## config.mk

```make
export PLATFORM = sky130hd
export DESIGN_NAME = led7seg_scan_flat
export DESIGN_NICKNAME = d
export VERILOG_FILES = /design/src/rtl/led7seg_pkg.sv /design/src/rtl/led7seg_scan_if.sv /design/src/rtl/led7seg_scan_bin2bcd_seq.sv /design/src/rtl/led7seg_scan.sv /design/src/flat_wrapper.sv
export SDC_FILE = /design/constraint.sdc
export NUM_CORES = 1
export LEC_CHECK = 0
export ABC_AREA = 1
export CAP_MARGIN = 15
export CELL_PAD_IN_SITES_DETAIL_PLACEMENT = 0
export CELL_PAD_IN_SITES_GLOBAL_PLACEMENT = 1
export CORE_MARGIN = 4
export CORE_UTILIZATION = 41
export CTS_BUF_LIST = sky130_fd_sc_hd__clkbuf_4
export DETAILED_ROUTE_END_ITERATION = 6
export PLACE_DENSITY = 0.79
export SYNTH_ARGS = -nofsm -noshare
export SYNTH_HDL_FRONTEND = slang
export SYNTH_HIERARCHICAL = 1
export SYNTH_SLANG_ARGS = --single-unit
export TNS_END_PERCENT = 1
```

## constraint.sdc

```tcl
create_clock -name clk -period 1.7 [get_ports clk]
set_clock_uncertainty 0.05 [all_clocks]
set_input_delay 0.34 -clock clk [delete_from_list [all_inputs] [get_ports clk]]
set_output_delay 0.34 -clock clk [all_outputs]
set_load 0.005 [all_outputs]
```

## src/rtl/led7seg_pkg.sv

```systemverilog
`default_nettype none
// ============================================================================
// Module   : led7seg_pkg
// Brief    : Shared types and constants for the 7-segment scan block.
// Revision : 1.0
// ============================================================================
package led7seg_pkg;

    typedef enum logic [1:0] {
        ST_IDLE   = 2'd0,
        ST_CONV   = 2'd1,
        ST_COMMIT = 2'd2
    } conv_state_e;

    localparam logic [3:0] BCD_BLANK = 4'hF;

    // Largest value representable on n decimal digits.
    function automatic int pow10_minus1(input int n);
        int r;
        r = 1;
        for (int i = 0; i < n; i++) r = r * 10;
        return r - 1;
    endfunction

endpackage
`default_nettype wire

```

## src/rtl/led7seg_scan_if.sv

```systemverilog
`default_nettype none
// ============================================================================
// Module   : led7seg_scan_if
// Brief    : Timer-side load bus and decoder-side digit outputs.
// Revision : 1.0
// ============================================================================
interface led7seg_scan_if #(
    parameter int NUM_DIGITS = 2,
    parameter int BIN_W      = 7
);
    logic                  load;
    logic [BIN_W-1:0]      bin_in;
    logic                  busy;
    logic                  overflow;
    logic [3:0]            bcd_out;
    logic                  seg_en;
    logic [NUM_DIGITS-1:0] digit_sel;

    modport master (
        output load, bin_in,
        input  busy, overflow, bcd_out, seg_en, digit_sel
    );

    modport slave (
        input  load, bin_in,
        output busy, overflow, bcd_out, seg_en, digit_sel
    );
endinterface
`default_nettype wire

```

## src/rtl/led7seg_scan_bin2bcd_seq.sv

```systemverilog
`default_nettype none
// ============================================================================
// Module   : bin2bcd_seq
// Brief    : Sequential shift-add-3 binary to BCD converter with its FSM.
// Revision : 1.0
// ============================================================================
module bin2bcd_seq
    import led7seg_pkg::*;
#(
    parameter int NUM_DIGITS = 2,
    parameter int BIN_W      = 7
) (
    input  wire                     clk,
    input  wire                     rst_n,
    input  wire                     load,
    input  wire [BIN_W-1:0]         bin_in,
    output logic                    busy,
    output logic                    done,
    output logic [4*NUM_DIGITS-1:0] bcd
);
    localparam int         c_BCD_W  = 4 * NUM_DIGITS;
    localparam int         c_SR_W   = c_BCD_W + BIN_W;
    localparam int         c_CW     = $clog2(BIN_W + 1);
    localparam logic [1:0] c_IDLE   = ST_IDLE;
    localparam logic [1:0] c_CONV   = ST_CONV;
    localparam logic [1:0] c_COMMIT = ST_COMMIT;

    logic [1:0]        r_state;
    logic [c_SR_W-1:0] r_sr;
    logic [c_SR_W-1:0] w_adj;
    logic [c_CW-1:0]   r_cnt;
    logic              r_busy;

    // Nibbles beyond NUM_DIGITS are dropped; overflowed values are replaced
    // by nines downstream, so the truncated upper digits never matter.
    always_comb begin
        w_adj = r_sr;
        for (int d = 0; d < NUM_DIGITS; d++) begin
            if (r_sr[BIN_W+4*d +: 4] >= 4'd5)
                w_adj[BIN_W+4*d +: 4] = r_sr[BIN_W+4*d +: 4] + 4'd3;
        end
    end

    always_ff @(posedge clk or negedge rst_n) begin
        if (!rst_n) begin
            r_state <= c_IDLE;
            r_sr    <= '0;
            r_cnt   <= '0;
            r_busy  <= 1'b0;
        end else begin
            case (r_state)
                c_IDLE: begin
                    if (load) begin
                        r_sr    <= {{c_BCD_W{1'b0}}, bin_in};
                        r_cnt   <= '0;
                        r_busy  <= 1'b1;
                        r_state <= c_CONV;
                    end
                end
                c_CONV: begin
                    r_sr  <= {w_adj[c_SR_W-2:0], 1'b0};
                    r_cnt <= r_cnt + 1'b1;
                    if (r_cnt == c_CW'(BIN_W - 1))
                        r_state <= c_COMMIT;
                end
                c_COMMIT: begin
                    r_busy  <= 1'b0;
                    r_state <= c_IDLE;
                end
                default: begin
                    r_busy  <= 1'b0;
                    r_state <= c_IDLE;
                end
            endcase
        end
    end

    assign busy = r_busy;
    assign done = (r_state == c_COMMIT);
    assign bcd  = r_sr[c_SR_W-1 -: c_BCD_W];

endmodule
`default_nettype wire

```

## src/rtl/led7seg_scan.sv

```systemverilog
`default_nettype none
// ============================================================================
// Module   : led7seg_scan
// Brief    : Double-buffered BCD display with multiplexed digit scanning.
// Revision : 1.0
// ============================================================================
module led7seg_scan
    import led7seg_pkg::*;
#(
    parameter int NUM_DIGITS = 2,
    parameter int BIN_W      = 7,
    parameter int SCAN_DIV   = 50000,
    parameter int LZ_BLANK   = 1
) (
    input  wire          clk,
    input  wire          rst_n,
    led7seg_scan_if.slave bus
);
    localparam int c_LIMIT = pow10_minus1(NUM_DIGITS);
    localparam int c_PW    = (SCAN_DIV > 1) ? $clog2(SCAN_DIV) : 1;
    localparam int c_IW    = (NUM_DIGITS > 1) ? $clog2(NUM_DIGITS) : 1;

    logic                    w_busy;
    logic                    w_done;
    logic [4*NUM_DIGITS-1:0] w_bcd;
    logic                    w_accept;
    logic                    w_tc;
    logic [NUM_DIGITS-1:0]   w_lz;
    logic                    w_zero_above;
    logic                    w_blank;
    logic [3:0]              w_nib;

    logic [4*NUM_DIGITS-1:0] r_disp;
    logic                    r_overflow;
    logic [c_PW-1:0]         r_presc;
    logic [c_IW-1:0]         r_idx;
    logic [3:0]              r_bcd_out;
    logic                    r_seg_en;
    logic [NUM_DIGITS-1:0]   r_digit_sel;

    bin2bcd_seq #(
        .NUM_DIGITS (NUM_DIGITS),
        .BIN_W      (BIN_W)
    ) u_conv (
        .clk    (clk),
        .rst_n  (rst_n),
        .load   (bus.load),
        .bin_in (bus.bin_in),
        .busy   (w_busy),
        .done   (w_done),
        .bcd    (w_bcd)
    );

    // The converter only accepts in IDLE, which is exactly when busy is low.
    assign w_accept = bus.load & ~w_busy;

    always_ff @(posedge clk or negedge rst_n) begin
        if (!rst_n) begin
            r_overflow <= 1'b0;
            r_disp     <= '0;
        end else begin
            if (w_accept)
                r_overflow <= (int'(bus.bin_in) > c_LIMIT);
            if (w_done)
                r_disp <= r_overflow ? {NUM_DIGITS{4'h9}} : w_bcd;
        end
    end

    assign w_tc = (r_presc == c_PW'(SCAN_DIV - 1));

    always_ff @(posedge clk or negedge rst_n) begin
        if (!rst_n) begin
            r_presc <= '0;
            r_idx   <= '0;
        end else if (w_tc) begin
            r_presc <= '0;
            r_idx   <= (r_idx == c_IW'(NUM_DIGITS - 1)) ? '0 : r_idx + 1'b1;
        end else begin
            r_presc <= r_presc + 1'b1;
        end
    end

    // w_lz[d] is set when digit d and every digit above it are zero.
    always_comb begin
        w_lz         = '0;
        w_zero_above = 1'b1;
        for (int d = NUM_DIGITS - 1; d >= 0; d--) begin
            w_zero_above = w_zero_above & (r_disp[4*d +: 4] == 4'd0);
            w_lz[d]      = w_zero_above;
        end
    end

    assign w_nib   = r_disp[4*r_idx +: 4];
    assign w_blank = (LZ_BLANK != 0) && (r_idx != '0) && w_lz[r_idx];

    always_ff @(posedge clk or negedge rst_n) begin
        if (!rst_n) begin
            r_bcd_out   <= 4'h0;
            r_seg_en    <= 1'b0;
            r_digit_sel <= '1;
        end else begin
            r_digit_sel <= ~(NUM_DIGITS'(1) << r_idx);
            r_bcd_out   <= w_blank ? BCD_BLANK : w_nib;
            r_seg_en    <= ~w_blank;
        end
    end

    assign bus.busy      = w_busy;
    assign bus.overflow  = r_overflow;
    assign bus.bcd_out   = r_bcd_out;
    assign bus.seg_en    = r_seg_en;
    assign bus.digit_sel = r_digit_sel;

endmodule
`default_nettype wire
```

## src/flat_wrapper.sv

```systemverilog
// flat-port wrapper written by rule: the top's interface ports become plain ports
module led7seg_scan_flat import led7seg_pkg::*;
#(
    parameter int NUM_DIGITS = 2,
    parameter int BIN_W      = 7,
    parameter int SCAN_DIV   = 50000,
    parameter int LZ_BLANK   = 1
)
  (clk, rst_n, bus_load, bus_bin_in, bus_busy, bus_overflow, bus_bcd_out, bus_seg_en, bus_digit_sel);
  led7seg_scan_if #(.NUM_DIGITS(NUM_DIGITS), .BIN_W(BIN_W)) bus_i ();
  input  wire clk;
  input  wire rst_n;
  input wire logic [$bits(bus_i.load)-1:0] bus_load;
  input wire logic [$bits(bus_i.bin_in)-1:0] bus_bin_in;
  output wire logic [$bits(bus_i.busy)-1:0] bus_busy;
  output wire logic [$bits(bus_i.overflow)-1:0] bus_overflow;
  output wire logic [$bits(bus_i.bcd_out)-1:0] bus_bcd_out;
  output wire logic [$bits(bus_i.seg_en)-1:0] bus_seg_en;
  output wire logic [$bits(bus_i.digit_sel)-1:0] bus_digit_sel;
  assign bus_i.load = bus_load;
  assign bus_i.bin_in = bus_bin_in;
  assign bus_busy = bus_i.busy;
  assign bus_overflow = bus_i.overflow;
  assign bus_bcd_out = bus_i.bcd_out;
  assign bus_seg_en = bus_i.seg_en;
  assign bus_digit_sel = bus_i.digit_sel;
  led7seg_scan #(.NUM_DIGITS(NUM_DIGITS), .BIN_W(BIN_W), .SCAN_DIV(SCAN_DIV), .LZ_BLANK(LZ_BLANK)) u_core (.clk(clk), .rst_n(rst_n), .bus(bus_i));
endmodule
```

==> metrics <==
slowest cell delay on critical path=490 ps; crit-path cells=clkdlybuf4s50_1; Top delay family on crit path=buffers and inverters; Hold Fails Final Rpt=0; data required time at the worst endpoint=1310 ps; Initial Util=42.3%; cell row count=29; # IOs=19; maxcap violations=0; DRC=0; clk sinks=54; CTS Buf Count=5; Placer Congestion=0.774; WL final=4740 um; die width=89.2 um; asr flop ratio synth=100%; GRT Resource Usage Total=14.1%; leak pwr=1.44 nW; Avg Vias per Cell=4.79; post-synthesis simple-gate area fraction=24.9%; share of cells above drive strength 1=11.8%; Synth Area in Compound Gates=9.49%; Wirelength per Cell=11.9 um; Post-Syn Nets=318; Yosys warnings=6; actual slew at the worst max-slew pin=581 ps; Pins Over Slew Limit=0; count of cell types in the netlist=37; Mapped Cells=301; clock latency on the worst-skew pair=370 ps; diode count=0; full die area=0.00796 sq mm; first-pass GRT wire length=8650 um; total congestion overflow=0; CTS tree=done; post-CTS setup buffer count=0; fillcell total=641; Max Buffers Root-to-Sink=2; crit path launch type=flip-flop; Design Area, Final=0.00301 sq mm; H-tree levels=2; XOR/XNOR Fraction of Synth Area=3.56%; Layout area overhead=11.3%; placed cell areas=0.00292 sq mm; Buf/Inv on CP=1; overall power=4.00 mW; Final HPWL DP=3520 um; Die Y=89.2 um; Post-synth EDFFs=0; Setup crit end kind=primary output; largest family of logic cells by synthesized area=simple AND/OR/NAND/NOR gates; NumNets Final=337; run status=completed; Max VDD drop=0.740 mV; Post-Syn Area per Cell=8.98 sq um; mux share of post-synthesis cell area=0%; Setup Viol. Count Final=0; vias in the first global route=1,856; First-pass DRT Iterations=4; RSZ-0062 raised after global routing=false; register area share after synthesis=50.1%; top_reg_cell synth=dfrtp_1; synthesized area=0.00270 sq mm; Synth Area in Adders=3.24%; highest-delay cell along the critical path=clkdlybuf4s50_1; f_max=625 MHz; Clock Pin Slew Worst Setup and Hold Paths=160 ps; Core Area=0.00639 sq mm; min-delay worst type=in -> async; shortest period the worst path allows=1600 ps; Routed Antenna Nets=0; antenna violations before repair=0; DR vias=1,908; CP Data Arrival Time=1210 ps; Clock Root Buffer=clkbuf_4; Synth Register Bits=54; Port Buffers=18; crit share post-route=94.0%; initial drt markers=79; P per Cell Area=1330 mW/mm^2; Max-slew headroom=61.2%; TNS Setup=0 ps; CP Class=reg -> out; largest net degree at the start of global routing=29; crit path max fanout=1
==> state kept, by name (all words and copies together) (netlist names) <==
name	cells
u_core/u_conv/r_cnt	3
u_core/bus.bcd_out	4
u_core/r_presc	16
u_core/r_disp	8
u_core/u_conv/r_sr	15
u_core/r_idx	1
u_core/u_conv/busy	1
u_core/bus.digit_sel	2
u_core/bus.overflow	1
u_core/bus.seg_en	1
u_core/u_conv/r_state	2
==> cell usage after synthesis (5+ instances only) <==
cell type  count  area (sq um)
inv_1         33           124
nor2_1        35           131
nand3_1       18          90.1
nand4_1        5          31.3
o21ai_0       14          70.1
nand2_1       65           244
dfrtp_1       52          1300
xor2_1         8          70.1
a21oi_1        7          35.0
ha_1           7          87.6
buf_4          8          60.1
==> final timing paths <==
path / slack (ps) / endpoint / from / depth (start not counted)
setup / recovery: 100 / bus_bcd_out[0] / u_core/bus.bcd_out[0] / 1
hold / removal: 430 / u_core/r_presc[12] / rst_n / 2
setup reg to reg: 280 / u_core/u_conv/r_sr[9] / u_core/u_conv/r_sr[7] / 8
hold reg to reg: 450 / u_core/r_presc[0] / u_core/r_presc[0] / 1
max in group asynchronous: 630 / u_core/u_conv/r_sr[4] / rst_n / 3
min in group clk: 450 / u_core/r_presc[0] / u_core/r_presc[0] / 1
==> stage by stage <==
stage	cells	utilization [%]	hold WS (ps)	setup slack (ps)
floorplan	301	-	-5.59	318
global placement	389	45.8	340	97.2
detailed placement	389	45.8	335	66.9
CTS	398	47.1	436	68.3
global route	398	47.1	443	22.5
finish	398	47.1	426	101
==> placed cells by master (no fill, tap or decap), drive strengths merged, types with 7 or more instances in the layout <==
master / count
dfrtp: 52
nor2: 39
nand3: 18
inv: 36
clkdlybuf4s50: 13
ha: 7
nand2: 72
o21ai: 17
xor2: 8
a21oi: 11
==> layer usage <==
layer / global-route usage, % / part of all wire (%) / routed length, um
met4: 4.87 / 1.7 / 82
met2: 22.0 / 46 / 2160
met1: 19.5 / 49 / 2330
met5: 0 / 0 / 0
met3: 2.95 / 3.5 / 165
==> cells by family (layout without fill, tap and decap cells) <==
kind of cell / Yosys count / after routing
DFF: 54 / 54
adders and majority gates: 7 / 7
and+or+nand+nor: 142 / 142
xor gates and xnor gates: 11 / 11
AOI/OAI and AO/OA: 40 / 40
buffers and inverters: 47 / 67
==> worst reg2reg max path, cell delays in order, from the launching register on <==
cell and delay, ps:
dfrtp_1 460, inv_1 120, ha_1 210, inv_1 60
nand2_1 100, nand3_1 150, nand2_1 70, nand3_1 70
nand2_1 50
==> report_power, final <==
| part | switching, mW | internal [mW] | leakage (nW) |
|---|---|---|---|
| Clock | 0.415 | 0.313 | 0.0456 |
| Sequential | 0.259 | 1.64 | 0.672 |
| Combinational | 0.778 | 0.590 | 0.722 |
| Total | 1.45 | 2.55 | 1.44 |
==> area by class of cell <==
| type | count | area, sq um | share of cell area [%] |
|---|---|---|---|
| clock inverter | 3 | 43.8 | 1.46 |
| clock buffer | 5 | 37.5 | 1.25 |
| sequential | 54 | 1350 | 45.0 |
| tap | 77 | 96.3 | 3.20 |
| multi-input combinational | 200 | 1110 | 37.0 |
| inverter | 35 | 134 | 4.45 |
| timing repair buffer | 24 | 230 | 7.65 |
==> repair_timing <==
| action | CTS | global route |
|---|---|---|
| resized for setup | 4 | 0 |
| hold buffers | 1 | 0 |
| setup endpoints to repair | 4 | 0 |
| endpoints found under the hold margin | 22 | 0 |
No activity file was read; power rests on OpenSTA's default activity.
